### config.mk
export PLATFORM = sky130hd
export DESIGN_NAME = risc_mem_responder_flat
export DESIGN_NICKNAME = d
export VERILOG_FILES = /design/src/rtl/risc_pkg.sv /design/src/rtl/risc_mem_responder_if.sv /design/src/rtl/risc_mem_array.sv /design/src/rtl/risc_mem_responder.sv /design/src/flat_wrapper.sv
export SDC_FILE = /design/constraint.sdc
export NUM_CORES = 1
export LEC_CHECK = 0
export CORE_MARGIN = 2
export CORE_UTILIZATION = 45
export CTS_CLUSTER_SIZE = 25
export DETAILED_ROUTE_END_ITERATION = 8
export GPL_TIMING_DRIVEN = 0
export SLEW_MARGIN = 15
export SYNTH_ARGS = -nofsm -noshare
export SYNTH_HDL_FRONTEND = slang
export SYNTH_HIERARCHICAL = 1
export SYNTH_SLANG_ARGS = --single-unit
### constraint.sdc
create_clock -name clk -period 4.2 [get_ports clk]
set_input_delay 0.63 -clock clk [delete_from_list [all_inputs] [get_ports clk]]
set_output_delay 0.63 -clock clk [all_outputs]
set_load 0.01 [all_outputs]
### src/rtl/risc_pkg.sv
// Shared definitions for the 8-bit RISC controller and its memory responder.
//   - Default bus widths (address / data)
//   - Controller opcode encoding
//   - Responder FSM state encoding
package risc_pkg;

  localparam int AW_DEF = 5;
  localparam int DW_DEF = 8;

  typedef enum logic [2:0] {
    HLT = 3'd0,
    SKZ = 3'd1,
    ADD = 3'd2,
    AND = 3'd3,
    XOR = 3'd4,
    LDA = 3'd5,
    STO = 3'd6,
    JMP = 3'd7
  } opcode_t;

  typedef enum logic [1:0] {
    IDLE = 2'd0,
    WAIT = 2'd1,
    DONE = 2'd2
  } resp_state_t;

endpackage

### src/rtl/risc_mem_responder_if.sv
// Controller <-> memory bus.
//   master (controller): drives rd, wr, addr, wdata; observes rdata,
//                        rdata_vld, ready, busy, err
//   slave  (responder) : the mirror image
interface risc_mem_responder_if
  import risc_pkg::*;
#(
  parameter int AW = AW_DEF,
  parameter int DW = DW_DEF
) ();

  logic          rd;
  logic          wr;
  logic [AW-1:0] addr;
  logic [DW-1:0] wdata;
  logic [DW-1:0] rdata;
  logic          rdata_vld;
  logic          ready;
  logic          busy;
  logic          err;

  modport master (
    output rd, wr, addr, wdata,
    input  rdata, rdata_vld, ready, busy, err
  );

  modport slave (
    input  rd, wr, addr, wdata,
    output rdata, rdata_vld, ready, busy, err
  );

endinterface

### src/rtl/risc_mem_array.sv
// Single-port 2^AW x DW RAM: synchronous write, registered read
// (read-first on a same-address write). Contents are never reset.
//   clk   : clock
//   we    : write enable
//   addr  : shared read/write address
//   wdata : write data
//   rdata : registered read data of mem[addr] from the previous edge
module risc_mem_array #(
  parameter int AW = 5,
  parameter int DW = 8
) (
  input  logic          clk,
  input  logic          we,
  input  logic [AW-1:0] addr,
  input  logic [DW-1:0] wdata,
  output logic [DW-1:0] rdata
);

  logic [DW-1:0] mem [2**AW];

  always_ff @(posedge clk) begin
    if (we) begin
      mem[addr] <= wdata;
    end
    rdata <= mem[addr];
  end

endmodule

### src/rtl/risc_mem_responder.sv
// Memory-side responder for the RISC controller bus strobes.
//   clk, rst   : clock, asynchronous active-high reset
//   bus        : slave side of the controller bus (rd/wr level strobes,
//                addr, wdata in; rdata, rdata_vld, ready, busy, err out)
//   prog_*     : side-band preload port, accepted only while idle
// Accesses are triggered by rising edges of rd/wr, complete after
// WAIT_CYCLES wait states, and are acknowledged by a one-cycle ready pulse.
module risc_mem_responder
  import risc_pkg::*;
#(
  parameter int AW          = AW_DEF,
  parameter int DW          = DW_DEF,
  parameter int WAIT_CYCLES = 1
) (
  input  logic                 clk,
  input  logic                 rst,
  risc_mem_responder_if.slave  bus,
  input  logic                 prog_we,
  input  logic [AW-1:0]        prog_addr,
  input  logic [DW-1:0]        prog_wdata
);

  localparam logic [3:0] CNT_INIT = (WAIT_CYCLES == 0) ? 4'd0 : 4'(WAIT_CYCLES - 1);

  resp_state_t   state_reg, state_next;
  logic [3:0]    cnt_reg, cnt_next;
  logic [AW-1:0] addr_reg, addr_next;
  logic [DW-1:0] wdata_reg, wdata_next;
  logic          op_wr_reg, op_wr_next;
  logic [DW-1:0] rdata_reg, rdata_next;
  logic          rdata_vld_reg, rdata_vld_next;
  logic          ready_reg, ready_next;
  logic          busy_reg, busy_next;
  logic          err_reg, err_next;
  logic          rd_q, wr_q;

  logic          mem_we;
  logic [AW-1:0] mem_addr;
  logic [DW-1:0] mem_wdata;
  logic [DW-1:0] mem_rdata;

  logic rd_req, wr_req;
  assign rd_req = bus.rd & ~rd_q;
  assign wr_req = bus.wr & ~wr_q;

  risc_mem_array #(.AW(AW), .DW(DW)) u_mem (
    .clk   (clk),
    .we    (mem_we),
    .addr  (mem_addr),
    .wdata (mem_wdata),
    .rdata (mem_rdata)
  );

  always_ff @(posedge clk or posedge rst) begin
    if (rst) begin
      state_reg     <= IDLE;
      cnt_reg       <= '0;
      addr_reg      <= '0;
      wdata_reg     <= '0;
      op_wr_reg     <= 1'b0;
      rdata_reg     <= '0;
      rdata_vld_reg <= 1'b0;
      ready_reg     <= 1'b0;
      busy_reg      <= 1'b0;
      err_reg       <= 1'b0;
      rd_q          <= 1'b0;
      wr_q          <= 1'b0;
    end else begin
      state_reg     <= state_next;
      cnt_reg       <= cnt_next;
      addr_reg      <= addr_next;
      wdata_reg     <= wdata_next;
      op_wr_reg     <= op_wr_next;
      rdata_reg     <= rdata_next;
      rdata_vld_reg <= rdata_vld_next;
      ready_reg     <= ready_next;
      busy_reg      <= busy_next;
      err_reg       <= err_next;
      rd_q          <= bus.rd;
      wr_q          <= bus.wr;
    end
  end

  // The RAM read is registered, so the address that DONE consumes must be
  // presented one edge earlier: in IDLE the live bus address feeds the RAM
  // (captured on the request edge), afterwards the latched address does.
  always_comb begin
    state_next     = state_reg;
    cnt_next       = cnt_reg;
    addr_next      = addr_reg;
    wdata_next     = wdata_reg;
    op_wr_next     = op_wr_reg;
    rdata_next     = rdata_reg;
    rdata_vld_next = 1'b0;
    ready_next     = 1'b0;
    busy_next      = busy_reg;
    err_next       = 1'b0;
    mem_we         = 1'b0;
    mem_addr       = addr_reg;
    mem_wdata      = wdata_reg;

    case (state_reg)
      IDLE: begin
        mem_addr = bus.addr;
        if (rd_req && wr_req) begin
          err_next = 1'b1;
        end else if (rd_req || wr_req) begin
          addr_next  = bus.addr;
          wdata_next = wr_req ? bus.wdata : wdata_reg;
          op_wr_next = wr_req;
          busy_next  = 1'b1;
          cnt_next   = CNT_INIT;
          state_next = (WAIT_CYCLES == 0) ? DONE : WAIT;
        end
        // The program port only wins an otherwise quiet cycle.
        if (prog_we) begin
          if (rd_req || wr_req) begin
            err_next = 1'b1;
          end else begin
            mem_we    = 1'b1;
            mem_addr  = prog_addr;
            mem_wdata = prog_wdata;
          end
        end
      end

      WAIT: begin
        if (prog_we) err_next = 1'b1;
        if (cnt_reg == '0) begin
          state_next = DONE;
        end else begin
          cnt_next = cnt_reg - 4'd1;
        end
      end

      DONE: begin
        if (prog_we) err_next = 1'b1;
        ready_next = 1'b1;
        busy_next  = 1'b0;
        if (op_wr_reg) begin
          mem_we = 1'b1;
        end else begin
          rdata_next     = mem_rdata;
          rdata_vld_next = 1'b1;
        end
        state_next = IDLE;
      end

      default: begin
        state_next = IDLE;
        busy_next  = 1'b0;
      end
    endcase
  end

  assign bus.rdata     = rdata_reg;
  assign bus.rdata_vld = rdata_vld_reg;
  assign bus.ready     = ready_reg;
  assign bus.busy      = busy_reg;
  assign bus.err       = err_reg;

endmodule

### src/flat_wrapper.sv
// flat-port wrapper written by rule: the top's interface ports become plain ports
module risc_mem_responder_flat import risc_pkg::*;
#(
  parameter int AW          = AW_DEF,
  parameter int DW          = DW_DEF,
  parameter int WAIT_CYCLES = 1
)
  (clk, rst, prog_we, prog_addr, prog_wdata, bus_rd, bus_wr, bus_addr, bus_wdata, bus_rdata, bus_rdata_vld, bus_ready, bus_busy, bus_err);
  risc_mem_responder_if #(.AW(AW), .DW(DW)) bus_i ();
  input  logic clk;
  input  logic rst;
  input  logic prog_we;
  input  logic [AW-1:0] prog_addr;
  input  logic [DW-1:0] prog_wdata;
  input wire logic [$bits(bus_i.rd)-1:0] bus_rd;
  input wire logic [$bits(bus_i.wr)-1:0] bus_wr;
  input wire logic [$bits(bus_i.addr)-1:0] bus_addr;
  input wire logic [$bits(bus_i.wdata)-1:0] bus_wdata;
  output wire logic [$bits(bus_i.rdata)-1:0] bus_rdata;
  output wire logic [$bits(bus_i.rdata_vld)-1:0] bus_rdata_vld;
  output wire logic [$bits(bus_i.ready)-1:0] bus_ready;
  output wire logic [$bits(bus_i.busy)-1:0] bus_busy;
  output wire logic [$bits(bus_i.err)-1:0] bus_err;
  assign bus_i.rd = bus_rd;
  assign bus_i.wr = bus_wr;
  assign bus_i.addr = bus_addr;
  assign bus_i.wdata = bus_wdata;
  assign bus_rdata = bus_i.rdata;
  assign bus_rdata_vld = bus_i.rdata_vld;
  assign bus_ready = bus_i.ready;
  assign bus_busy = bus_i.busy;
  assign bus_err = bus_i.err;
  risc_mem_responder #(.AW(AW), .DW(DW), .WAIT_CYCLES(WAIT_CYCLES)) u_core (.clk(clk), .rst(rst), .bus(bus_i), .prog_we(prog_we), .prog_addr(prog_addr), .prog_wdata(prog_wdata));
endmodule
# ---- After elaboration in Yosys (flattened, before gate mapping)
# Memories as Yosys holds them, arrays and structs flattened. A register that Yosys moved wholly into a read port is not among the register bits.
# Cells that the tools add are included.
dict set report totals {
  mem_bits_rw 256
  register_bits 34
  input_bits 31
  word_cells 70
  n_memories 1
}
dict set report op_classes {
  n_eq_ne 6
  mux 31
  n_reduce_logical 12
  n_addsub 1
  n_bitwise 7
}
# memory depth word_bits read_ports rd_clocked_by_memory_dff wr line_no
set memory_table {}
lappend memory_table {u_core.u_mem.mem 32 8 1 1 1 risc_mem_array.sv:19} ;# logic [DW-1:0] mem [2**AW];
# op n
set op_table {}
lappend op_table {{two-way mux 8 bit} 3}
lappend op_table {{two-way mux 5 bit} 3}
lappend op_table {{two-way mux 1 bit} 14}
lappend op_table {{two-way mux 4 bit} 3}
lappend op_table {{AND reduction 3 bit} 3}
lappend op_table {{case mux 4 bit (2 select lines)} 1}
lappend op_table {{AND reduction 4 bit} 2}
lappend op_table {{two-way mux 2 bit} 3}
lappend op_table {{case mux 1 bit (2 select lines)} 3}
lappend op_table {{inverter 1 bit} 5}
lappend op_table {{logical NOT 4 bit} 1}
lappend op_table {{inequality test 2 x 1 -> 1 bit (second input constant)} 2}
lappend op_table {{inequality test 2 bit (second input constant)} 2}
lappend op_table {{case mux 2 bit (2 select lines)} 1}
lappend op_table {{subtractor 4 x 1 -> 4 bit (second input constant)} 1}
lappend op_table {{AND 1 bit} 2}
lappend op_table {{== test 2 x 1 -> 1 bit (second input constant)} 1}
lappend op_table {{== test 2 bit (second input constant)} 1}
lappend op_table {{logical NOT 2 bit} 1}
lappend op_table {{AND reduction 2 bit} 1}
lappend op_table {{nonzero test 2 bit} 1}
lappend op_table {{OR reduction 2 bit} 1}
lappend op_table {{logical AND 1 bit} 1}
lappend op_table {{logical OR 1 bit} 1}

# ---- Longest topological paths before layout
# Gate-level depths: netlist of the first run.
dict set report logic_depth {
  ltp_word 8
  depth_mapped 14
  depth_no_buf 8
}

# ---- Modules after synthesis
# Netlist of the first run, hierarchy kept.
# module area_per_inst_um2 cells_each instances seq_area_each_um2
set by_module_without_submodules {}
lappend by_module_without_submodules {risc_mem_array 10204.8 576 1 7847.5}
lappend by_module_without_submodules {risc_mem_responder 1722.9 142 1 850.8}

# ---- Worst setup path after synthesis of the first run
# OpenSTA, ideal clock, no wires.
dict set report synth_timing {
  path_kind {reg-to-reg}
  startpoint {register u_core.state_reg[0]}
  endpoint {memory u_core.u_mem.mem[27][0] (enable)}
  slack_ns 0.970
  setup_ns 0.383
  t_arrival_ns 2.847
  required_ns 3.817
  path_stages_with_launch 13
  synth_period_minus_slack_ns 3.230
  path_cell_list {dfrtp_1 > inv_1 > ha_1 > buf_2 > clkbuf_1 > buf_2 > nor2_1 > a21oi_1 > clkbuf_1 > buf_2 > buf_2 > nand3_1 > nor3_1}
}
dict set report synth_between {
  word_cells_on_any_way 6
  classes_between {1 x eq/ne; 4 x mux; 1 x reduce/logical}
}
# element line_no
set synth_rtl {}
lappend synth_rtl {{from (decl)} risc_mem_responder.sv:25} ;# resp_state_t state_reg, state_next;
lappend synth_rtl {{from (signal assigned)} risc_mem_responder.sv:69} ;# state_reg <= state_next;
lappend synth_rtl {{logical NOT 2 bit} risc_mem_responder.sv:102} ;# case (state_reg)
lappend synth_rtl {{two-way mux 5 bit} risc_mem_responder.sv:102}
lappend synth_rtl {{net u_core.mem_addr[1]} risc_mem_responder.sv:38} ;# logic [AW-1:0] mem_addr;
lappend synth_rtl {{to (decl)} risc_mem_array.sv:19}
# The timed path passes the listed nets, and every way through them passes these cells.

# ---- Worst setup path in the final report of the first run
dict set report layout_timing {
  startpoint {register u_core.state_reg[0]}
  endpoint {memory u_core.u_mem.mem[30][0] (enable)}
}
# Same word-level chain as after synthesis.

==> metrics.md, run 1 <==
| Metric | Value |
|---|---|
| DP Wirelength | between 15 and 20 mm |
| Crit path DAT | about 4.3 ns |
| CTS max path bufs | 3 |
| Hold Path Stages | 1 |
| CP delay by family, top | buffers and inverters |
| Worst skew pair latency | approximately 0.54 ns |
| Multi-input logic area | 0.00306 mm2 |
| Yosys warnings | 6 |
| Hold buffers post-CTS | 0 |
| Hold Vio Cnt, Final | 0 |
| Placer congestion estimate | about 0.83 |
| RSZ-0062 raised after global routing | yes |
| Clock network fraction of total power | roughly a quarter |
| Switch Pwr | 3640 uW |
| TritonCTS clock tree | done |
| Routed Antenna Nets | 0 |
| Die area | roughly 0.028 mm2 |
| Post-synth top cells | edfxtp_1, mux2i_1, o22ai_1 |
| Flops & latches, synth | 298 |
| Fmax | roughly 0.24 GHz |
| Synth area leader | edfxtp_1 |
| Total grt overflow | 0 |
| Max cap viols | 0 |
| Leak | about 0.0049 uW |
| Startpoint types | flop |
| Chip Width | around 170 um |
| CP bufs+invs | 6 |
| Iteration-0 DRC count of the detailed router | just over 600 |
| CP cell instances | inv_1 -> ha_1 -> buf_2 -> clkbuf_1 -> buf_2 -> nor2_1 -> a21oi_1 -> buf_6 -> clkbuf_1 -> nand3_1 -> nor2_1 |
| Via total after detailed routing | around 6600 |
| Root buffer cell | clkbuf_16 |
| Synth cell types | 44 |
| Final Util | approximately 53% |
| CORE AREA | around 0.026 mm2 |
| Fillers | 2087 |
| Htree depth | 1 |
| Pwr per Cell Area | 754 mW/mm2 |
| Sequential area share after synthesis | between 70% and 80% |
| Seq pwr share | between 30% and 40% |
| Required time of the critical path | approximately 4.4 ns |
| Initial Util | a little under half |
| VDD IR max | 0.000500 V |
| Die height | 167 um |
| Share of cells above drive strength 1 | between 10% and 20% |
| P_int | between 6000 and 7000 uW |
| Worst R2R Setup Slack | roughly 0.071 ns |
| # DRC | 0 |
| Final worst path period need | between 4 and 5 ns |
| Routed length per instance | approximately 23 um |
| Port Buffers | 42 |
| Initial DRT Pass Iterations | 5 |
| Reg area | ~0.0087 mm2 |
| Synthesized area per cell | 16.6 um2 |
| Mapped Cells | slightly above 700 |
| Max-slew violations | 0 |
| Reg-to-Reg Start | u_core/state_reg[0]$_DFFE_PP0P_ |
| Largest stage delay, worst path | between 0.6 and 0.7 ns |
| Synth top area cells | edfxtp_1, mux2i_1, dfrtp_1, o22ai_1, mux2_2 |
| Total negative slack | 0 ns |
| Vias/cell | 5.75 |
| Final setup fails | 0 |
| CP max FO | 10 |
| Post-CTS setup buffer count | 0 |
| Slew of the pin with the lowest slew margin | about 0.88 ns |
| Outcome | finished, final reports clean |
| CTS Sinks | about 300 |
| Number of synthesized flops with an enable pin | between 200 and 300 |
| P&R area growth vs syn | 15.3% |
| Post-Syn Nets | 755 |
| Initial antenna violation count | 0 |
| Worst r2r dst | u_core/u_mem/mem[30][0]$_DFFE_PP_ |
| Combinational power share | between 30% and 40% |
| Tightest Hold Check Type | flop to flop |
| Slew HR | between 40 and 50% |
| Critical Path Sink Type | flop |
| Cell depth of the worst flop-to-flop path | 11 |
| Clk_skew | approximately 0.014 ns |
| # IOs | 43 |
| GR Util All Layers | around a fifth |
| Slowest CP cell | nor2_1 |
| Vias in the first global route | 6775 |
| Routed WL | 26.8 mm |
| Reg clk slew, reported paths | 0.06 ns |
| Min-delay src | u_core/u_mem/rdata[4]$_DFF_P_ |
| Net count, final | between 800 and 900 |
| First-pass GRT wire length | 41.0 mm |
| Reg with most FFs | u_core/u_mem/mem |
| Hold endpoint | u_core/bus.rdata[4]$_DFFE_PP0P_ |
| Critical path type | flop to flop |
| Max reg flops | approximately 260 |
| Tcrit/Tclk final | between 90% and 100% |
| Post-synth ARST share | between 10% and 20% |
| Sw Ratio | between 30% and 40% |
| Cell with the most instances after synthesis | edfxtp_1 |
| Top cell type's share of synthesized area | 64.4% |
| Top_reg_cell synth | edfxtp_1 |
| TritonCTS Buffers | 29 |
| Diodes inserted | 0 |
| Cell Rows | between 50 and 60 |
| Largest net degree at the start of global routing | 35 |
| Mapped cell area | around 0.012 mm2 |
-- routing by layer --
layer	GRT usage, %	vias to the layer above	routed length [um]
li1	-	2980	-
met1	26.8	3407	11800
met2	32.2	187	13000
met3	2.99	36	1580
met4	4.24	0	400
met5	0	-	0
-- cells by family (layout without fill, tap and decap cells) --
family          Yosys count  in the layout  share of synthesized area (%)
buf+inv                  48            144                           1.90
fa+ha+maj                 7              7                          0.713
mux                     163            163                           14.0
compound gates           86             86                           4.61
flops                   298            298                           72.9
simple gates            114            114                           5.60
xor+xnor                  2              2                          0.273
-- cell usage in the layout (no fill, tap or decap), types with 7 or more instances in the layout --
master	instances
dfrtp_1	34
nand2_1	15
nor4_1	13
edfxtp_1	256
mux2_2	29
buf_2	25
clkbuf_16	29
o22ai_1	63
nor2_1	31
a21oi_1	8
clkbuf_1	20
dfxtp_1	8
inv_1	7
clkdlybuf4s50_1	42
mux2i_1	134
-- worst max path at each step --
stage,cells after the start,to,slack (ns),startpoint
after global routing,11,u_core/u_mem/mem[14][5]$_DFFE_PP_,-0.18,u_core/state_reg[1]$_DFFE_PP0P_
after global placement,10,u_core/u_mem/mem[26][2]$_DFFE_PP_,-0.45,bus_rd
final,11,u_core/u_mem/mem[30][0]$_DFFE_PP_,0.07,u_core/state_reg[0]$_DFFE_PP0P_
after detailed placement,10,u_core/u_mem/mem[27][4]$_DFFE_PP_,-0.34,bus_rd
after floorplan,12,u_core/u_mem/mem[27][0]$_DFFE_PP_,0.97,u_core/state_reg[0]$_DFFE_PP0P_
after CTS,12,u_core/u_mem/mem[7][3]$_DFFE_PP_,0.005,u_core/state_reg[0]$_DFFE_PP0P_
-- repair_timing --
item | 4_1_cts | 5_1_grt
endpoints found under the hold margin | 0 | 0
endpoints found under the setup margin | 8 | 195
resized for setup | 1 | 9
-- layout make-up --
cell class / instances / area share [%]
timing repair buffer: 42 / 3.06
inverter: 8 / 0.218
tap: 335 / 3.05
sequential: 298 / 63.2
multi-input combinational: 372 / 22.2
clock buffer: 45 / 6.16
buffer: 40 / 1.43
clock inverter: 9 / 0.619
-- stage by stage --
step / worst slack [ns] / cell area [um2] / total power (uW) / hold slack [ns] / instances
after floorplan: 0.970 / 11900 / 6510 / 0.439 / 718
after global placement: -0.451 / 12800 / 7780 / 0.447 / 1095
after detailed placement: -0.340 / 12800 / 7900 / 0.451 / 1095
after CTS: 0.00512 / 13700 / 10400 / 0.470 / 1149
after global routing: -0.185 / 13800 / 10800 / 0.479 / 1149
final: 0.0708 / 13800 / 10400 / 0.467 / 1149
-- power by group through the flow --
stage          registers, uW  logic (uW)  clock network [uW]
2_1_floorplan           4110        2400                   0
3_3_place_gp            4110        3670                   0
3_5_place_dp            4130        3770                   0
4_1_cts                 4070        3780                2540
5_1_grt                 4090        4040                2680
6_report                4060        3820                2490
(Power assumes the default switching activity.)
==> run 2: changes to the inputs <==
--- a/config.mk
+++ b/config.mk
@@ -10,6 +10,7 @@
 export CTS_CLUSTER_SIZE = 25
 export DETAILED_ROUTE_END_ITERATION = 8
 export GPL_TIMING_DRIVEN = 0
+export RECOVER_POWER = 50
 export SLEW_MARGIN = 15
 export SYNTH_ARGS = -nofsm -noshare
 export SYNTH_HDL_FRONTEND = slang
==> metrics.md, run 2 (synthesis results as in run 1) <==
| Metric | Value |
|---|---|
| Cell Rows | 59 (unchanged) |
| Port Buffers | 42 (unchanged) |
| Initial Util | 45.8% (unchanged) |
| Critical Path Sink Type | flop |
| Leak | 0.00494 uW (about the same) |
| Reg-to-Reg Start | u_core/state_reg[0]$_DFFE_PP0P_ |
| Share of cells above drive strength 1 | 15.2% (-0.25 points) |
| Final worst path period need | 4.13 ns (-0.00122 ns) |
| Outcome | finished, final reports clean |
| CORE AREA | 0.0261 mm2 (unchanged) |
| Routed length on met2 | 13.0 mm (about the same) |
| Chip Width | 167 um (unchanged) |
| Multi-input logic area | 0.00306 mm2 (unchanged) |
| Die height | 167 um (unchanged) |
| Reg with most FFs | u_core/u_mem/mem |
| Via total after detailed routing | 6616 (+0.091%) |
| Vias in the first global route | 6775 (unchanged) |
| Net count, final | 828 (unchanged) |
| Final setup fails | 0 (unchanged) |
| Leading cell types in the layout, fill and taps excluded | edfxtp_1, mux2i_1, o22ai_1 |
| DP Wirelength | 18.1 mm (unchanged) |
| Slew HR | 13.1% (-28 points) |
| Max cap viols | 0 (unchanged) |
| Routed WL | 26.8 mm (-0.10%) |
| CTS Sinks | 298 (unchanged) |
| Worst r2r dst | u_core/u_mem/mem[30][0]$_DFFE_PP_ |
| Critical path type | flop to flop |
| # DRC | 0 (unchanged) |
| Max reg flops | 256 (unchanged) |
| Htree depth | 1 (unchanged) |
| Pwr per Cell Area | 754 mW/mm2 (about the same) |
| TritonCTS Buffers | 29 (unchanged) |
| DRT met1 WL | 11.8 mm (-0.49%) |
| Capture point of the critical path | u_core/u_mem/mem[30][0]$_DFFE_PP_ |
| Total grt overflow | 0 (unchanged) |
| Die area | 0.0278 mm2 (unchanged) |
| Clk_skew | 0.0161 ns (+0.00181 ns) |
| Largest net degree at the start of global routing | 35 (unchanged) |
| # IOs | 43 (unchanged) |
| Iteration-0 DRC count of the detailed router | 621 (+0.16%) |
| Setup WS pre-CTS | -0.340 ns (unchanged) |
| Fmax | 0.242 GHz (about the same) |
| Required time of the critical path | 4.37 ns (about the same) |
| Diodes inserted | 0 (unchanged) |
| Reg area | 0.00870 mm2 (unchanged) |
| Root buffer cell | clkbuf_16 |
| CP max FO | 10 (unchanged) |
| Post-CTS setup buffer count | 0 (unchanged) |
| Placer congestion estimate | 0.830 (unchanged) |
| TritonCTS clock tree | done |
| Startpoint types | flop |
| First-pass GRT wire length | 41.0 mm (unchanged) |
| Highest routed layer | met4 |
| Most common cell after layout, fill and taps aside | edfxtp_1 |
| Tcrit/Tclk final | 98.3% (about the same) |
| Max-slew violations | 0 (unchanged) |
| CTS max path bufs | 3 (unchanged) |
| Reg clk slew, reported paths | 0.06 ns (about the same) |
| P&R area growth vs syn | 15.3% (about the same) |
| Initial DRT Pass Iterations | 5 (unchanged) |
| Slew of the pin with the lowest slew margin | 1.30 ns (+0.424 ns) |
| Crit path DAT | 4.30 ns (about the same) |
| Worst R2R Setup Slack | 0.07 ns (about the same) |
| Routed length per instance | 23.3 um (-0.10%) |
| Critical path origin | u_core/state_reg[0]$_DFFE_PP0P_ |
| GR Util All Layers | 19.2% (unchanged) |
| Fillers | 2085 (-0.096%) |
| Cell depth of the worst flop-to-flop path | 11 (unchanged) |
| Worst skew pair latency | 0.54 ns (about the same) |
| Routed Antenna Nets | 0 (unchanged) |
| Initial antenna violation count | 0 (unchanged) |
| RSZ-0062 raised after global routing | yes |
| Hold WS | 0.467 ns (-0.0000140 ns) |
| Tightest Hold Check Type | flop to flop |
| Vias/cell | 5.76 (about the same) |
| Setup WS post-layout | 0.0720 ns (+0.00122 ns) |
| VDD IR max | 0.000500 V (+0.10%) |
| Hold buffers post-CTS | 0 (unchanged) |
| Hold Vio Cnt, Final | 0 (unchanged) |
| Met3 WL | 1.61 mm (+2.1%) |
-- run 2: cell count changes in the layout (fill, tap and decap cells not counted) --
| cell | before | now |
|---|---|---|
| buf_2 | 25 | 24 |
| clkbuf_1 | 20 | 21 |
| inv_2 | 1 | 0 |
| clkdlybuf4s50_1 | 42 | 39 |
| dlygate4sd3_1 | 0 | 3 |
| inv_1 | 7 | 8 |
-- run 2: final cells by class --
class                           instances  share of cell area (%)
Clock buffer                           45                    6.16
Tap cell                              335                    3.05
Sequential cell                       298                    63.3
Clock inverter                          9                   0.619
Inverter                                8                   0.218
Buffer                                 40                    1.42
Timing Repair Buffer                   42                    3.06
Multi-Input combinational cell        372                    22.2
-- run 2: worst min-delay path by stage --
stage | from | to | slack, ns | cells after the start
4_1_cts | u_core/u_mem/rdata[4]$_DFF_P_ | u_core/bus.rdata[4]$_DFFE_PP0P_ | 0.47 | 1
3_3_place_gp | u_core/u_mem/rdata[3]$_DFF_P_ | u_core/bus.rdata[3]$_DFFE_PP0P_ | 0.45 | 1
3_5_place_dp | u_core/u_mem/rdata[3]$_DFF_P_ | u_core/bus.rdata[3]$_DFFE_PP0P_ | 0.45 | 1
5_1_grt | u_core/u_mem/rdata[4]$_DFF_P_ | u_core/bus.rdata[4]$_DFFE_PP0P_ | 0.48 | 1
2_1_floorplan | u_core/u_mem/rdata[0]$_DFF_P_ | u_core/bus.rdata[0]$_DFFE_PP0P_ | 0.44 | 1
6_report | u_core/u_mem/rdata[6]$_DFF_P_ | u_core/bus.rdata[6]$_DFFE_PP0P_ | 0.47 | 1
-- run 2: layer usage --
metal	vias up	global-route usage (%)
li1	2980	-
met1	3402	26.8
met2	198	32.2
met3	36	2.99
met4	0	4.24
met5	-	0
-- run 2: where the power goes --
part	switching (uW)	internal, uW	total [uW]
Sequential	102	3960	4060
Combinational	2500	1320	3820
Clock	1040	1450	2490
Total	3640	6740	10400
-- run 2: worst max-delay path, cell delays in order (launching register included) --
cell and delay, ns:
dfrtp_1 0.40, inv_1 0.11, ha_1 0.16, buf_2 0.18, clkbuf_1 0.36, buf_2 0.29, nor2_1 0.07, a21oi_1 0.58
buf_6 0.23, clkbuf_1 0.41, nand3_1 0.27, nor2_1 0.68
-- run 2: per-stage QoR --
stage | instance area [um2] | TNS (ns) | util, % | power, uW | instances
3_5_place_dp | 12800 | -6.34 | 49.0 | 7900 | 1095
4_1_cts | 13700 | 0 | 52.6 | 10400 | 1149
3_3_place_gp | 12800 | -9.03 | 49.0 | 7780 | 1095
6_report | 13800 | 0 | 52.8 | 10400 | 1149
2_1_floorplan | 11900 | 0 | - | 6510 | 718
5_1_grt | 13800 | -20.27 | 52.8 | 10800 | 1149
-- run 2: repair_timing --
action	4_1_cts	5_1_grt
endpoints found under the setup margin	8	195
cloned	0	0
resized for setup	1	9
